[src/rtl/load_store_pkg.sv]
// Shared constants for the Load_Store peak-indicator monitor: state codes,
// fault cause codes and the nominal generator period.
package load_store_pkg;

  localparam logic [1:0] ST_WAIT_FIRST = 2'd0;
  localparam logic [1:0] ST_MEASURE    = 2'd1;
  localparam logic [1:0] ST_LOCKED     = 2'd2;
  localparam logic [1:0] ST_FAULT      = 2'd3;

  localparam logic [1:0] FC_NONE    = 2'd0;
  localparam logic [1:0] FC_PERIOD  = 2'd1;
  localparam logic [1:0] FC_WIDTH   = 2'd2;
  localparam logic [1:0] FC_TIMEOUT = 2'd3;

  // A triangle generator peaking at n spends n+1 cycles on each slope.
  function automatic int unsigned default_period(input int unsigned n);
    return 2 * n + 2;
  endfunction

endpackage

[src/rtl/load_store_monitor_if.sv]
// Peak-indicator input and status outputs of the Load_Store monitor.
// The master side drives sig/clr; the monitor sits on the slave side.
interface load_store_monitor_if #(
  parameter int unsigned PW = 17
) ();

  logic          sig;
  logic          clr;
  logic          locked;
  logic          fault;
  logic [1:0]    fault_code;
  logic [PW-1:0] period;
  logic [PW-1:0] width;
  logic [15:0]   peak_cnt;

  modport master (
    output sig, clr,
    input  locked, fault, fault_code, period, width, peak_cnt
  );

  modport slave (
    input  sig, clr,
    output locked, fault, fault_code, period, width, peak_cnt
  );

endinterface

[src/rtl/sat_counter.sv]
// Up-counter that loads 1, increments on demand and sticks at all-ones.
module sat_counter #(
  parameter int unsigned Width = 8
) (
  input  logic             clk,
  input  logic             rst,
  input  logic             load,
  input  logic             inc,
  output logic [Width-1:0] cnt
);

  always_ff @(posedge clk or negedge rst) begin
    if (!rst) begin
      cnt <= '0;
    end else if (load) begin
      cnt <= Width'(1);
    end else if (inc && (cnt != '1)) begin
      cnt <= cnt + 1'b1;
    end
  end

endmodule

[src/rtl/load_store_monitor.sv]
// Checks the generator's peak pulse for correct period and width, declares
// lock after LOCK_CNT good periods and latches a sticky fault with its cause.
module load_store_monitor
  import load_store_pkg::*;
#(
  parameter int unsigned N          = 25000,
  parameter int unsigned CBITS      = 15,
  parameter int unsigned EXP_PERIOD = default_period(N),
  parameter int unsigned EXP_WIDTH  = 2,
  parameter int unsigned LOCK_CNT   = 4,
  parameter int unsigned PW         = CBITS + 2
) (
  input logic                 clk,
  input logic                 rst,
  load_store_monitor_if.slave bus
);

  localparam int unsigned   GW     = $clog2(LOCK_CNT + 1);
  localparam logic [PW-1:0] EXP_P  = PW'(EXP_PERIOD);
  localparam logic [PW-1:0] EXP_W  = PW'(EXP_WIDTH);
  localparam logic [GW-1:0] LOCK_G = GW'(LOCK_CNT);

  logic          sig_q;
  logic          rise;
  logic          fall;
  logic [PW-1:0] cnt;
  logic [PW-1:0] wcnt;
  logic [1:0]    state_q, state_d;
  logic [GW-1:0] good_q, good_d;
  logic [1:0]    code_q, code_d;
  logic [PW-1:0] period_q, period_d;
  logic [PW-1:0] width_q, width_d;
  logic [15:0]   peak_q, peak_d;
  logic          locked_q;
  logic          fault_q;

  assign rise = bus.sig & ~sig_q;
  assign fall = ~bus.sig & sig_q;

  // Cycles since the last rise; held while waiting for the first one.
  sat_counter #(.Width(PW)) u_cnt (
    .clk  (clk),
    .rst  (rst),
    .load (rise),
    .inc  (state_q != ST_WAIT_FIRST),
    .cnt  (cnt)
  );

  sat_counter #(.Width(PW)) u_wcnt (
    .clk  (clk),
    .rst  (rst),
    .load (rise),
    .inc  (bus.sig),
    .cnt  (wcnt)
  );

  always_comb begin
    state_d  = state_q;
    good_d   = good_q;
    code_d   = code_q;
    period_d = period_q;
    width_d  = width_q;
    peak_d   = peak_q;

    if (fall && (state_q != ST_FAULT)) begin
      width_d = wcnt;
    end

    if (bus.clr) begin
      // A rise coinciding with clr is dropped entirely.
      state_d = ST_WAIT_FIRST;
      good_d  = '0;
      code_d  = FC_NONE;
      peak_d  = '0;
    end else begin
      if (rise && (state_q != ST_FAULT)) begin
        if (peak_q != 16'hFFFF) begin
          peak_d = peak_q + 1'b1;
        end
        if (state_q != ST_WAIT_FIRST) begin
          period_d = cnt;
        end
      end

      unique case (state_q)
        ST_WAIT_FIRST: begin
          if (rise) begin
            state_d = ST_MEASURE;
            good_d  = '0;
          end
        end
        ST_MEASURE, ST_LOCKED: begin
          if (rise) begin
            if (cnt != EXP_P) begin
              state_d = ST_FAULT;
              code_d  = FC_PERIOD;
            end else if (width_q != EXP_W) begin
              state_d = ST_FAULT;
              code_d  = FC_WIDTH;
            end else if (state_q == ST_MEASURE) begin
              good_d = good_q + 1'b1;
              if (good_d == LOCK_G) begin
                state_d = ST_LOCKED;
              end
            end
          end else if (cnt == '1) begin
            state_d = ST_FAULT;
            code_d  = FC_TIMEOUT;
          end
        end
        ST_FAULT: begin
        end
        default: begin
        end
      endcase
    end
  end

  always_ff @(posedge clk or negedge rst) begin
    if (!rst) begin
      sig_q    <= 1'b0;
      state_q  <= ST_WAIT_FIRST;
      good_q   <= '0;
      code_q   <= FC_NONE;
      period_q <= '0;
      width_q  <= '0;
      peak_q   <= '0;
      locked_q <= 1'b0;
      fault_q  <= 1'b0;
    end else begin
      sig_q    <= bus.sig;
      state_q  <= state_d;
      good_q   <= good_d;
      code_q   <= code_d;
      period_q <= period_d;
      width_q  <= width_d;
      peak_q   <= peak_d;
      locked_q <= (state_d == ST_LOCKED);
      fault_q  <= (state_d == ST_FAULT);
    end
  end

  assign bus.locked     = locked_q;
  assign bus.fault      = fault_q;
  assign bus.fault_code = code_q;
  assign bus.period     = period_q;
  assign bus.width      = width_q;
  assign bus.peak_cnt   = peak_q;

endmodule

[src/flat_wrapper.sv]
// flat-port wrapper written by rule: the top's interface ports become plain ports
module load_store_monitor_flat import load_store_pkg::*;
#(
  parameter int unsigned N          = 25000,
  parameter int unsigned CBITS      = 15,
  parameter int unsigned EXP_PERIOD = default_period(N),
  parameter int unsigned EXP_WIDTH  = 2,
  parameter int unsigned LOCK_CNT   = 4,
  parameter int unsigned PW         = CBITS + 2
)
  (clk, rst, bus_sig, bus_clr, bus_locked, bus_fault, bus_fault_code, bus_period, bus_width, bus_peak_cnt);
  load_store_monitor_if #(.PW(PW)) bus_i ();
  input logic clk;
  input logic rst;
  input wire logic [$bits(bus_i.sig)-1:0] bus_sig;
  input wire logic [$bits(bus_i.clr)-1:0] bus_clr;
  output wire logic [$bits(bus_i.locked)-1:0] bus_locked;
  output wire logic [$bits(bus_i.fault)-1:0] bus_fault;
  output wire logic [$bits(bus_i.fault_code)-1:0] bus_fault_code;
  output wire logic [$bits(bus_i.period)-1:0] bus_period;
  output wire logic [$bits(bus_i.width)-1:0] bus_width;
  output wire logic [$bits(bus_i.peak_cnt)-1:0] bus_peak_cnt;
  assign bus_i.sig = bus_sig;
  assign bus_i.clr = bus_clr;
  assign bus_locked = bus_i.locked;
  assign bus_fault = bus_i.fault;
  assign bus_fault_code = bus_i.fault_code;
  assign bus_period = bus_i.period;
  assign bus_width = bus_i.width;
  assign bus_peak_cnt = bus_i.peak_cnt;
  load_store_monitor #(.N(N), .CBITS(CBITS), .EXP_PERIOD(EXP_PERIOD), .EXP_WIDTH(EXP_WIDTH), .LOCK_CNT(LOCK_CNT), .PW(PW)) u_core (.clk(clk), .rst(rst), .bus(bus_i));
endmodule
[config.mk]
export PLATFORM = sky130hd
export DESIGN_NAME = load_store_monitor_flat
export DESIGN_NICKNAME = d
export VERILOG_FILES = /design/src/rtl/load_store_pkg.sv /design/src/rtl/load_store_monitor_if.sv /design/src/rtl/sat_counter.sv /design/src/rtl/load_store_monitor.sv /design/src/flat_wrapper.sv
export SDC_FILE = /design/constraint.sdc
export NUM_CORES = 1
export LEC_CHECK = 0
export ABC_AREA = 1
export BUFFER_PORTS_ARGS = -buffer_cell sky130_fd_sc_hd__buf_2
export CORE_ASPECT_RATIO = 0.5
export CORE_UTILIZATION = 58
export DETAILED_ROUTE_END_ITERATION = 7
export PLACE_DENSITY = 0.8
export SLEW_MARGIN = 20
export SYNTH_ARGS = -nofsm -noshare
export SYNTH_HDL_FRONTEND = slang
export SYNTH_SLANG_ARGS = --single-unit
[constraint.sdc]
create_clock -name clk -period 2.8 [get_ports clk]
set_input_delay 0.28 -clock clk [delete_from_list [all_inputs] [get_ports clk]]
set_output_delay 0.28 -clock clk [all_outputs]
set_load 0.005 [all_outputs]
==> impl_results.md <==
- Reg-to-Reg End: u_core.u_cnt.cnt[14]
- Fin nets: 634
- Seq cells post-synth: 94
- Initial antenna violation count: 0
- Synth cell types: 43
- Pwr dens: 580 mW/mm²
- Sequential-to-total area share from yosys stat: 50.4%
- Vias in the first global route: approximately 3800
- Reg2Reg Launch Point: u_core.u_cnt.cnt[0]
- Critical Path Sink: u_core.u_cnt.cnt[14]
- Worst stage delay on the critical path: 0.42 ns
- Clock Path Buffers: 2
- Critical Path Slowest Stage Cell: dfrtp_1
- Finished Layout Cells: 732
- I/O pin total: 58
- GPL Wtd Cong: 0.920
- Leading register cell type out of synthesis: dfrtp_1
- Hold Slack: -0.0172 ns
- Layout area overhead: 15.1%
- Worst vdd ir: 363 µV
- Avg Cell Area, Syn: ~8.4 µm²
- Initial DRT Pass Iterations: 4
- Core area: 0.00757 mm²
- Clk_skew: around 0.007 ns
- Initial Util: 61.7%
- Post-DRT Antenna Nets: 0
- Syn Inst Count: 559
- Share of cells above drive strength 1: 17.6%
- Vias after detailed routing: 4048
- Slew Limit Headroom: 52.5%
- Dpl hpwl: between 7000 and 8000 µm
- Clk root buf: clkbuf_16
- Cell Chain, Critical Path: ha_1, nand2_1, inv_1, nand4_1, nor4_1, ha_1, nor2_2, nor2_1, nor4_1, nand2_1, nand2_1, inv_1, o21a_1
- First-pass GRT wire length: 17400 µm
- Synth Net Count: between 500 and 600
- Clock Sinks: 94
- Final Power: roughly 0.0031 W
- Reg2Reg Depth: 13
- Pin count of the biggest net entering global routing: 57
- Startpoint Class: register
- RSZ-0062 raised after global routing: no
- CTS buffer count: 9
- Final hold vios: 13
- # resized after CTS: 0
- Diode count: 0
- Inst Count DP: 716
- CTS H-tree lvls: 3
- Worst skew pair latency: between 0.3 and 0.4 ns
- CP Launch Point: u_core.u_cnt.cnt[0]
- Critical path fanouts, max: 8
- Syn. warnings: 0
- Tcrit/Tclk final: 85.1%
- Die width: 129 µm
- Postcts setup bufs: 0
- Failing checks: hold timing
- Worst Setup Path Type: reg -> reg
- Outcome: finished, violations left
- Wire per inst: 13.8 µm
- Worst R2R Setup Slack: 0.42 ns
- Max Clk Rate: between 400 and 500 MHz
- Die area: around 0.0084 mm²
- Total Routed Length: a little over 10000 µm
- Arrival time at the worst endpoint: about 2.6 ns
- Levels on crit path: 13
- PortBufs: 57
- Final setup margin: approximately 0.42 ns
- GRT Overall Usage: 27.2%
- CTS clk-pin slew, worst paths: 0.06 ns
- Min cycle time layout: around 2.4 ns
- Post-route DRC: 0
- Worst slew pin tran: 0.713 ns
- Static leakage: 2.65 nW
- Most common cell on crit path: nand2_1
- Post-synth EDFFs: 0
- Setup TNS: 0 ns
- Vias per Instance: 5.53
- Filler cells: about 600
- Cell row count: 22
- CTS Hold Bufs: 0
- Die Y: 65.4 µm
- CTS tree: yes
- Worst hold path class: in -> async
- CP required: slightly above 3 ns
- Register area: roughly 0.0024 mm²
- Pre-CTS WS: 0.508 ns
- Max-cap viol count: 0
- Worst path bufs/invs: 2
- Post-synthesis async set-or-reset flop share: between 90% and 100%
- Slew Limit Fails: 0
- Footprint of the multi-input gates: between 0.0015 and 0.002 mm²
- Worst path top cell family by delay: simple AND/OR/NAND/NOR gates
- Mapped Area: 0.00467 mm²
- # setup viols final: 0
- Crit end category: register
- Iter 0 DRT Violations: 278
- GRT Residual Overflow: 0
## cells in the final DEF, fill, tap and decap left out, types with 2 or more instances in the layout
cell type   count
nand2_1       112
nor3_1         13
inv_1          71
inv_2           3
clkinv_1        2
xor2_1          3
nor2_1         47
ha_1           11
buf_4           6
nor2_4          2
o21ai_1         4
nand4_1        14
o31ai_1         3
a211oi_1        2
nand3_1        28
mux2_2          5
dfrtp_1        94
clkinvlp_4      2
a221oi_1        2
a21oi_1        27
nand2_2         4
nor4_1          3
buf_2          56
clkbuf_16       9
nand3b_1        3
nor2_2         11
o21ai_0        65
## per-layer routing
metal	part of all wire (%)	vias to the layer above	track usage, %
li1	-	1956	-
met4	1.6	0	11.2
met5	0	-	0
met3	7.8	15	8.14
met2	46	162	43.1
met1	44	1915	35.2
## power breakdown
group	internal, W	total (W)	switching [W]
Combinational	0.000129	0.000377	0.000248
Sequential	0.00144	0.00151	0.0000661
Clock	0.000716	0.00123	0.000516
Total	0.00229	0.00312	0.000830
## metrics by stage
step                util, %  cell area, µm²
floorplan                 -            4670
global placement       67.0            5070
detailed placement     67.0            5070
CTS                    71.0            5380
global route           71.0            5380
finish                 71.0            5380
## logic make-up (layout without fill, tap and decap cells)
family          after synthesis  after routing  synth area share (%)
compound gates              112            112                  13.3
xor+xnor                      4              4                 0.750
fa+ha+maj                    11             11                  2.95
buf+inv                      90            155                  7.72
flops                        94             94                  50.4
mux                           5              5                  1.21
simple gates                243            243                  23.7
## synthesized netlist by cell type, types with 4 or more instances
cell	instances	share of area (%)
nand2_2	4	0.54
nand3_1	28	3.0
nand2_1	112	9.0
nor2_2	11	1.5
mux2_2	5	1.2
dfrtp_1	94	50
o21ai_0	65	7.0
a21oi_1	27	2.9
nor3_1	13	1.4
inv_1	71	5.7
nor2_1	47	3.8
clkbuf_1	8	0.64
o21ai_1	4	0.43
nand4_1	14	1.9
ha_1	11	2.9
## worst min path at each step
| stage | from | endpoint | slack, ns | cells past startpoint |
|---|---|---|---|---|
| detailed placement | rst | u_core.bus.peak_cnt[15] | 0.38 | 1 |
| finish | rst | u_core.bus.peak_cnt[15] | -0.02 | 1 |
| global placement | rst | u_core.bus.peak_cnt[15] | 0.38 | 1 |
| CTS | rst | u_core.bus.peak_cnt[6] | 0.009 | 1 |
| floorplan | rst | u_core.bus.fault | -0.02 | 0 |
| global route | rst | u_core.bus.peak_cnt[9] | 0.03 | 1 |
## registers in the layout, indices dropped and copies added (netlist names)
name / count
u_core.sig_q: 1
u_core.good_q: 3
u_core.bus.peak_cnt: 16
u_core.bus.fault: 1
u_core.u_wcnt.cnt: 17
u_core.bus.fault_code: 2
u_core.bus.width: 17
u_core.state_q: 2
u_core.bus.locked: 1
u_core.u_cnt.cnt: 17
u_core.bus.period: 17
## final cells by class
class | count | area share [%]
sequential | 94 | 43.8
multi-input combinational | 375 | 36.4
timing repair buffer | 63 | 6.42
inverter | 76 | 5.31
clock buffer | 11 | 4.51
tap | 108 | 2.51
clock inverter | 5 | 1.09
## worst reg2reg max path: stages (launching register included)
cell,delay (ns)
dfrtp_1,0.42
ha_1,0.24
nand2_1,0.09
inv_1,0.05
nand4_1,0.11
nor4_1,0.07
ha_1,0.22
nor2_2,0.27
nor2_1,0.13
nor4_1,0.39
nand2_1,0.09
nand2_1,0.07
inv_1,0.04
o21a_1,0.09
(Power assumes the default switching activity.)
